File: src/rtl/mem_lsu.sv
// mem_lsu: MEM-stage load/store unit.
// Drives the data-memory request/response bus for the access held in EX/MEM,
// returns the aligned and extended load result on Mem_out (feeds MEM_WB), and
// raises stall to freeze IF..EX/MEM until the access completes.
//
// Optional feature macro: MISALIGN_TRAP_EN
//   defined   : misaligned half/word accesses skip the bus, pulse misalign_fault
//   undefined : misalign_fault tied low, misaligned accesses run as aligned
//
// Ports:
//   clk, rst_n                  clock (rising edge), async active-low reset
//   flush                       kill the MEM-stage access
//   MemRead, MemWrite           EX/MEM load / store request (both = store)
//   funct3                      RV32I access size/sign
//   addr, store_data            byte address, unshifted rs2 value
//   stall                       hold pipeline registers (combinational)
//   Mem_out                     extended load data (registered)
//   req_valid/ready/we/addr/wstrb/wdata   request channel
//   rsp_valid, rsp_rdata        read response channel
//   misalign_fault              one-cycle misaligned-access pulse
module mem_lsu #(
    parameter int unsigned ADDR_W = 32,
    parameter int unsigned DATA_W = 32
) (
    input  logic              clk,
    input  logic              rst_n,
    input  logic              flush,
    input  logic              MemRead,
    input  logic              MemWrite,
    input  logic [2:0]        funct3,
    input  logic [ADDR_W-1:0] addr,
    input  logic [DATA_W-1:0] store_data,
    output logic              stall,
    output logic [DATA_W-1:0] Mem_out,
    output logic              req_valid,
    input  logic              req_ready,
    output logic              req_we,
    output logic [ADDR_W-1:0] req_addr,
    output logic [3:0]        req_wstrb,
    output logic [DATA_W-1:0] req_wdata,
    input  logic              rsp_valid,
    input  logic [DATA_W-1:0] rsp_rdata,
    output logic              misalign_fault
);

    typedef enum logic [2:0] {
        S_IDLE  = 3'd0,
        S_REQ   = 3'd1,
        S_RESP  = 3'd2,
        S_DONE  = 3'd3,
        S_DRAIN = 3'd4
    } state_t;

    state_t state, state_nx;

    logic [1:0] lane_q;
    logic [2:0] f3_q;

    logic              access_c;
    logic              misalign_c;
    logic              capture_c;
    logic              load_upd_c;
    logic [3:0]        wstrb_c;
    logic [DATA_W-1:0] wdata_c;
    logic [7:0]        byte_c;
    logic [15:0]       half_c;
    logic [DATA_W-1:0] ld_c;

    assign access_c = MemRead | MemWrite;

    // Misalignment detection: size from funct3[1:0] (00 byte, 01 half, else word)
`ifdef MISALIGN_TRAP_EN
    always_comb begin
        misalign_c = 1'b0;
        case (funct3[1:0])
            2'b00:   misalign_c = 1'b0;
            2'b01:   misalign_c = addr[0];
            default: misalign_c = (addr[1:0] != 2'b00);
        endcase
    end
`else
    assign misalign_c = 1'b0;
`endif

    // Store lane formatting: replicate data across lanes, enable target bytes
    always_comb begin
        wstrb_c = 4'b1111;
        wdata_c = store_data;
        case (funct3[1:0])
            2'b00: begin
                wdata_c = {4{store_data[7:0]}};
                wstrb_c = 4'b0001 << addr[1:0];
            end
            2'b01: begin
                wdata_c = {2{store_data[15:0]}};
                wstrb_c = addr[1] ? 4'b1100 : 4'b0011;
            end
            default: begin
                wdata_c = store_data;
                wstrb_c = 4'b1111;
            end
        endcase
    end

    // Load extraction from the captured lane and funct3
    always_comb begin
        case (lane_q)
            2'd0:    byte_c = rsp_rdata[7:0];
            2'd1:    byte_c = rsp_rdata[15:8];
            2'd2:    byte_c = rsp_rdata[23:16];
            default: byte_c = rsp_rdata[31:24];
        endcase
        half_c = lane_q[1] ? rsp_rdata[31:16] : rsp_rdata[15:0];
        case (f3_q)
            3'b000:  ld_c = {{24{byte_c[7]}}, byte_c};
            3'b100:  ld_c = {24'd0, byte_c};
            3'b001:  ld_c = {{16{half_c[15]}}, half_c};
            3'b101:  ld_c = {16'd0, half_c};
            default: ld_c = rsp_rdata;
        endcase
    end

    // Next-state and stall decode
    always_comb begin
        state_nx   = state;
        stall      = 1'b0;
        capture_c  = 1'b0;
        load_upd_c = 1'b0;
        case (state)
            S_IDLE: begin
                if (access_c && !flush) begin
                    stall     = 1'b1;
                    capture_c = 1'b1;
                    state_nx  = misalign_c ? S_DONE : S_REQ;
                end
            end
            S_REQ: begin
                stall = 1'b1;
                if (req_ready) begin
                    // Accepted even when flushed; a flushed load still owes a response
                    if (req_we) state_nx = flush ? S_IDLE  : S_DONE;
                    else        state_nx = flush ? S_DRAIN : S_RESP;
                end else if (flush) begin
                    state_nx = S_IDLE;
                end
            end
            S_RESP: begin
                stall = 1'b1;
                if (rsp_valid) begin
                    // Response arriving with flush is consumed and discarded
                    if (flush) begin
                        state_nx = S_IDLE;
                    end else begin
                        load_upd_c = 1'b1;
                        state_nx   = S_DONE;
                    end
                end else if (flush) begin
                    state_nx = S_DRAIN;
                end
            end
            S_DONE: begin
                state_nx = S_IDLE;
            end
            S_DRAIN: begin
                stall = 1'b1;
                if (rsp_valid) state_nx = S_IDLE;
            end
            default: begin
                state_nx = S_IDLE;
            end
        endcase
    end

    // State register
    always_ff @(posedge clk or negedge rst_n) begin
        if (!rst_n) state <= S_IDLE;
        else        state <= state_nx;
    end

    // Request channel, captured access attributes and result registers
    always_ff @(posedge clk or negedge rst_n) begin
        if (!rst_n) begin
            req_valid      <= 1'b0;
            req_we         <= 1'b0;
            req_addr       <= '0;
            req_wstrb      <= 4'd0;
            req_wdata      <= '0;
            lane_q         <= 2'd0;
            f3_q           <= 3'd0;
            Mem_out        <= '0;
            misalign_fault <= 1'b0;
        end else begin
            req_valid      <= (state_nx == S_REQ);
            misalign_fault <= capture_c & misalign_c;
            if (capture_c) begin
                req_we    <= MemWrite;
                req_addr  <= {addr[ADDR_W-1:2], 2'b00};
                req_wstrb <= MemWrite ? wstrb_c : 4'd0;
                req_wdata <= wdata_c;
                lane_q    <= addr[1:0];
                f3_q      <= funct3;
            end
            if (load_upd_c) Mem_out <= ld_c;
        end
    end

endmodule

File: config.mk
export PLATFORM = sky130hd
export DESIGN_NAME = mem_lsu
export DESIGN_NICKNAME = d
export VERILOG_FILES = /design/src/rtl/mem_lsu.sv
export SDC_FILE = /design/constraint.sdc
export NUM_CORES = 1
export LEC_CHECK = 0
export ABC_AREA = 1
export CELL_PAD_IN_SITES_DETAIL_PLACEMENT = 2
export CELL_PAD_IN_SITES_GLOBAL_PLACEMENT = 2
export CORE_UTILIZATION = 21
export CTS_CLUSTER_DIAMETER = 100
export CTS_CLUSTER_SIZE = 8
export DETAILED_ROUTE_END_ITERATION = 8
export MAX_ROUTING_LAYER = met4
export PLACE_DENSITY_LB_ADDON = 0.1
export SYNTH_ARGS = -nofsm -noshare
export SYNTH_HDL_FRONTEND = slang
export SYNTH_SLANG_ARGS = --single-unit
File: constraint.sdc
create_clock -name clk -period 1.25 [get_ports clk]
set_input_delay 0.1875 -clock clk [delete_from_list [all_inputs] [get_ports clk]]
set_output_delay 0.1875 -clock clk [all_outputs]
set_load 0.05 [all_outputs]
==> results of run 1 <==
cell usage in the layout, fill, tap and decap left out, types with 23 or more instances in the layout:
cell type and count:
nand2_1 145, buf_12 119, dfrtp_1 104, clkdlybuf4s50_1 103, nand2_2 71, buf_4 57
a21oi_1 48, nor2_1 34, nand2_4 32, o21ai_1 30, o21ai_2 23
where the power goes:
part / total (mW) / switching, mW / internal [mW]
registers: 7.17 / 2.07 / 5.11
clock network: 3.27 / 1.47 / 1.80
logic: 21.0 / 11.1 / 9.94
total: 31.4 / 14.6 / 16.8
worst max-delay path: stages:
cell	delay, ns
clkdlybuf4s50_1	0.45
o21ai_0	0.27
buf_4	0.18
nor2_4	0.05
buf_6	0.11
buf_6	0.11
buf_12	0.14
buf_12	0.12
clkbuf_16	0.17
nand2_4	0.07
nand2_2	0.05
cell usage after synthesis:
| cell type | number |
|---|---|
| conb_1 | 1 |
| clkbuf_2 | 1 |
| or2_2 | 1 |
| nor2_2 | 3 |
| nand2_1 | 248 |
| nor2_4 | 1 |
| dfrtp_1 | 108 |
| nor2_1 | 38 |
| inv_2 | 2 |
| o21ai_1 | 21 |
| o21ai_0 | 39 |
| clkbuf_1 | 9 |
| o211ai_1 | 5 |
| o22ai_1 | 2 |
| buf_2 | 18 |
| nand3_2 | 1 |
| buf_6 | 2 |
| inv_1 | 21 |
| nand3_1 | 18 |
| a21oi_1 | 69 |
| buf_4 | 8 |
| inv_4 | 1 |
| or2_0 | 1 |
| nor3_1 | 3 |
| nand2_2 | 1 |
cell type report:
class,instances,share of cell area (%)
sequential,108,25.20
clock buffer,9,2.096
multi-input combinational,455,25.41
clock inverter,7,0.9898
timing repair buffer,316,41.69
tap,313,3.645
inverter,24,0.9781
routing by layer:
metal	vias to the layer above	track usage, %	part of all wire, %	wire, um
met5	-	-	0	0
li1	2588	-	-	-
met4	0	4.108	1.7	430
met1	2814	23.55	40	10020
met2	159	36.37	54	13460
met3	23	4.596	4.7	1189
repair_timing:
| action | CTS | global route |
|---|---|---|
| setup buffers | 16 | 11 |
| pin swaps | 34 | 48 |
| setup endpoints to repair | 107 | 109 |
| hold buffers | 1 | 0 |
| hold endpoints to repair | 108 | 0 |
| gates cloned | 15 | 4 |
| resized for setup | 159 | 169 |
registers in the layout, indices dropped and copies added (netlist names):
name       cells
Mem_out       32
req_wdata     32
req_addr      30
req_wstrb      4
f3_q           3
state          3
lane_q         2
req_valid      1
req_we         1
worst max path at each step:
| stage | from | end | slack [ns] |
|---|---|---|---|
| after floorplan | state[1] | stall | -0.12 |
| after detailed placement | flush | req_wstrb[0] | -0.58 |
| after global placement | flush | req_addr[2] | -0.44 |
| after CTS | state[0] | stall | -0.38 |
| after global routing | MemWrite | req_addr[16] | -0.49 |
| final | MemWrite | req_addr[16] | -0.40 |
stage by stage:
step | utilization [%] | cells
CTS | 44.34 | 1223
floorplan | - | 624
global route | 47.03 | 1232
detailed placement | 38.60 | 1175
finish | 47.03 | 1232
global placement | 38.60 | 1175
kinds of logic (layout without fill, tap and decap cells):
logic type / after synthesis / count (layout) / synth area share, %
AOI/OAI and AO/OA: 136 / 136 / 14.07
buffers and inverters: 62 / 356 / 6.151
DFF: 108 / 108 / 54.67
other: 1 / 3 / 0.07586
and+or+nand+nor: 315 / 316 / 25.03
==> impl_metrics.toml, run 1 <==
[finish]
multi_input_area_um2 = 2730
fin_nets = 1020
antenna_cells = 0
synthToLayoutAreaGrowth_pct = 117.4
design_area_um2 = 10750
drive_above_1_share_pct = 44.72
ff_latch_area_um2 = 2708
n_fill_cell = 2345

[synthesis]
yosysTopAreaCellShare_pct = 54.67
yosys.cell_types.count = 25
syn_avg_cell_area_um2 = 7.948
ys_seq_elements = 108
synth_seq_area_share_pct = 54.67
yosys_warnings = 0
netlist_instances = 622
synthTopCellsByArea = "dfrtp_1, nand2_1, a21oi_1"
mappedNetlistArea_um2 = 4943
synth_area_leader_cell = "dfrtp_1"

[floorplanning]
start_util_pct = 21.64
fp.dieH_um = 155.4
fp-row-count = 55
pin_count = 210
core_area_um2 = 22850
dieArea_um2 = 24160
dieWidth_um = 155.4

[timing]
setup_tns_ns = -27.33
post-route-period-util_pct = 132.2
hold_ws_ns = 0.2044
fmax_mhz = 605.3
setup_slack_ns = -0.4020
hold_viol = 0
fin_skew_ns = 0.01059
slew_headroom_pct = 62.54
setup_viol = 109
rsz0062_at_grt = "true"
slew_violations = 0
min_period_ns = 1.652
tightest_slew_ns = 0.5599

[setup_path]
regToRegSetupSlack_ns = -0.34
reg2reg_to = "req_wdata[23]"
ff2ff_path_depth = 9
critPathMaxFanout = 8
worstSetupStartpointType = "input port"
crit_path_end_kind = "register"
cp.required_ns = 1.50
worstPathArrival_ns = 1.90
r2r-start = "state[1]"
worstSetupPathType = "in -> reg"

[drt]
via_per_inst = 4.532
first_pass_iters = 4
ant_nets = 0
drc = 0
drtIter0Drc = 115
wl_um = 25100
wire_per_inst_um = 20.38
dr_total_vias = 5584

[worst_hold_path]
min_to = "state[1]"
hold_class = "in -> reg"
worstHoldStart = "flush"
hold_depth = 3

[placed_design]
pre_cts_slack_ns = -0.5796
place_area_um2 = 8820
io_buffers = 206
dpl.hpwl_um = 16390
gp_congestion = 0.8442

[global_routing]
grt_max_degree = 56
overflow = 0
grt_pass1_vias = 6326
antenna_found_initial = 0
grtUsageTotal_pct = 20.47
grt_first_pass_wirelength_um = 36250

[clocking]
htreeDepth = 3
clockRootBuffer = "clkbuf_16"
cts_num_sinks = 108
clkTransAtPathRegs_ns = 0.07
clock_latency_ns = 0.36
cts_buffer_depth = 2
cts_made_buffers = 9
cts_tree = "built"

[power_and_ir_drop]
peakVddDrop_uv = 1397
fin_total_pwr_mw = 31.45
power_leakage_nw = 5.005
p_per_area_nw_per_um2 = 2927

[run_status]
violations = "negative setup slack"
status = "finished, violations left"

[job]
drv_cap = 0
No activity file was read; power rests on OpenSTA's default activity.
==> run 2: changes to the inputs <==
--- a/config.mk
+++ b/config.mk
@@ -12,6 +12,7 @@
 export CTS_CLUSTER_DIAMETER = 100
 export CTS_CLUSTER_SIZE = 8
 export DETAILED_ROUTE_END_ITERATION = 8
+export GPL_TIMING_DRIVEN = 0
 export MAX_ROUTING_LAYER = met4
 export PLACE_DENSITY_LB_ADDON = 0.1
 export SYNTH_ARGS = -nofsm -noshare
==> impl_metrics.toml, run 2 (synthesized netlist as in run 1, its figures left out) <==
[setup_path]
path_cells = "nor2_4 -> nand2_2 -> nor2_4 -> inv_2 -> buf_8 -> buf_8 -> nand3_4 -> buf_8"
critPathMaxFanout = 2
worstSetupPathType = "reg -> out"
ff2ff_path_depth = 11
regToRegSetupSlack_ns = -0.44
crit_path_end_kind = "output pin"
worstPathArrival_ns = 1.57
r2r-start = "state[0]"
cp.required_ns = 1.06
cp_common_cell = "buf_8"
cp_slowest_stage_delay_ns = 0.42
reg2reg_to = "req_wdata[13]"
slowest_stage = "dfrtp_1"
worstSetupStartpointType = "register"

[finish]
antenna_cells = 0
fin_nets = 991
drive_above_1_share_pct = 30.11
top_regs = "Mem_out: 32 flops, req_wdata: 32 flops, req_addr: 30 flops"
layout_common_cells = "nand2_1, dfrtp_1, clkdlybuf4s50_1, buf_2, a21oi_1"
n_fill_cell = 2552
final_common_cell = "nand2_1"
synthToLayoutAreaGrowth_pct = 73.45

[placed_design]
pre_cts_slack_ns = -1.411
gp_congestion = 0.8332
dpl.hpwl_um = 15740
io_buffers = 206

[drt]
ant_nets = 0
wire_per_inst_um = 18.68
dr_total_vias = 5301
wl_um = 22470
via_per_inst = 4.406
first_pass_iters = 4
drtIter0Drc = 137
drc = 0

[timing]
setup_slack_ns = -0.5089
min_period_ns = 1.759
fin_skew_ns = 0.01297
setup_tns_ns = -32.45
hold_viol = 0
tightest_slew_ns = 0.9187
slew_headroom_pct = 38.75
hold_ws_ns = 0.2169
post-route-period-util_pct = 140.7
slew_violations = 0
setup_viol = 107
fmax_mhz = 568.5
rsz0062_at_grt = "true"

[power_and_ir_drop]
net-switching-power_mw = 12.53
switching_share_pct = 53.03
p_int_mw = 11.09
power_leakage_nw = 4.230
p_seq_share_pct = 25.8
p_per_area_nw_per_um2 = 2755
clkPwrFrac_pct = 12.4
combPwrFrac_pct = 61.8
fin_total_pwr_mw = 23.62
peakVddDrop_uv = 1093

[floorplanning]
dieArea_um2 = 24160
dieWidth_um = 155.4
start_util_pct = 21.64
fp.dieH_um = 155.4
fp-row-count = 55
core_area_um2 = 22850
pin_count = 210

[global_routing]
grt_first_pass_wirelength_um = 33880
grt_max_degree = 93
overflow = 0
grt_pass1_vias = 6061
grtUsageTotal_pct = 19.08
antenna_found_initial = 0

[clocking]
cts_made_buffers = 9
cts_num_sinks = 108
clockRootBuffer = "clkbuf_16"
clock_latency_ns = 0.36
clkTransAtPathRegs_ns = 0.09
cts_tree = "built"
htreeDepth = 3
cts_buffer_depth = 2

[worst_hold_path]
hold_class = "in -> async"

[job]
drv_cap = 0

[run_status]
status = "finished, violations left"
violations = "negative setup slack"
[run 2: cell type report]
type	count	area (um2)	area share [%]
clock inverters	7	62.56	0.7296
plain buffers	37	442.9	5.166
flip-flops and latches	108	2704	31.53
inverters	24	105.1	1.226
repair buffers	251	2346	27.36
well taps	313	391.6	4.567
clock buffers	9	225.2	2.627
multi-input cells	454	2297	26.79
[run 2: repair_timing]
action / CTS / global route
setup endpoints to repair: 207 / 111
hold buffers: 1 / 0
resized for setup: 641 / 59
gates cloned: 12 / 5
hold endpoints to repair: 16 / 0
pin swaps: 11 / 12
setup buffers: 22 / 6
[run 2: worst max-delay path: cells and delay by family, from the launching register on]
kind	cells	cell delay [ns]
buffers and inverters	4	0.44
flip-flops	1	0.42
AND/OR/NAND/NOR	4	0.38
[run 2: routing by layer]
metal | vias up | global-route usage [%] | wire length [um]
li1 | 2519 | - | -
met1 | 2628 | 22.17 | 9497
met2 | 134 | 33.21 | 11450
met3 | 20 | 3.983 | 1086
met4 | 0 | 5.275 | 436
met5 | - | - | 0
[run 2: worst max-delay path by stage]
stage	from	endpoint	slack, ns	cells past startpoint
after floorplan	state[1]	stall	-0.12	7
after global placement	rst_n	req_addr[2]	-4.54	1
after detailed placement	flush	stall	-1.41	9
after CTS	state[1]	stall	-0.57	8
after global routing	state[0]	stall	-0.60	8
final	state[0]	stall	-0.51	8
[run 2: power by group through the flow]
stage               Clock, mW  Sequential, mW  Combinational (mW)
floorplan                   0            11.2                3.35
global placement            0            6.03                13.4
detailed placement          0            6.12                13.6
CTS                      3.02            6.08                14.3
global route             3.14            6.33                15.5
finish                   2.92            6.10                14.6
[run 2: per-stage QoR]
step           util (%)  std cells  cell area (um2)
2_1_floorplan         -        624             4970
3_3_place_gp      32.49       1143             7423
3_5_place_dp      32.62       1144             7452
4_1_cts           35.82       1194             8183
5_1_grt           37.53       1203             8574
6_report          37.53       1203             8574
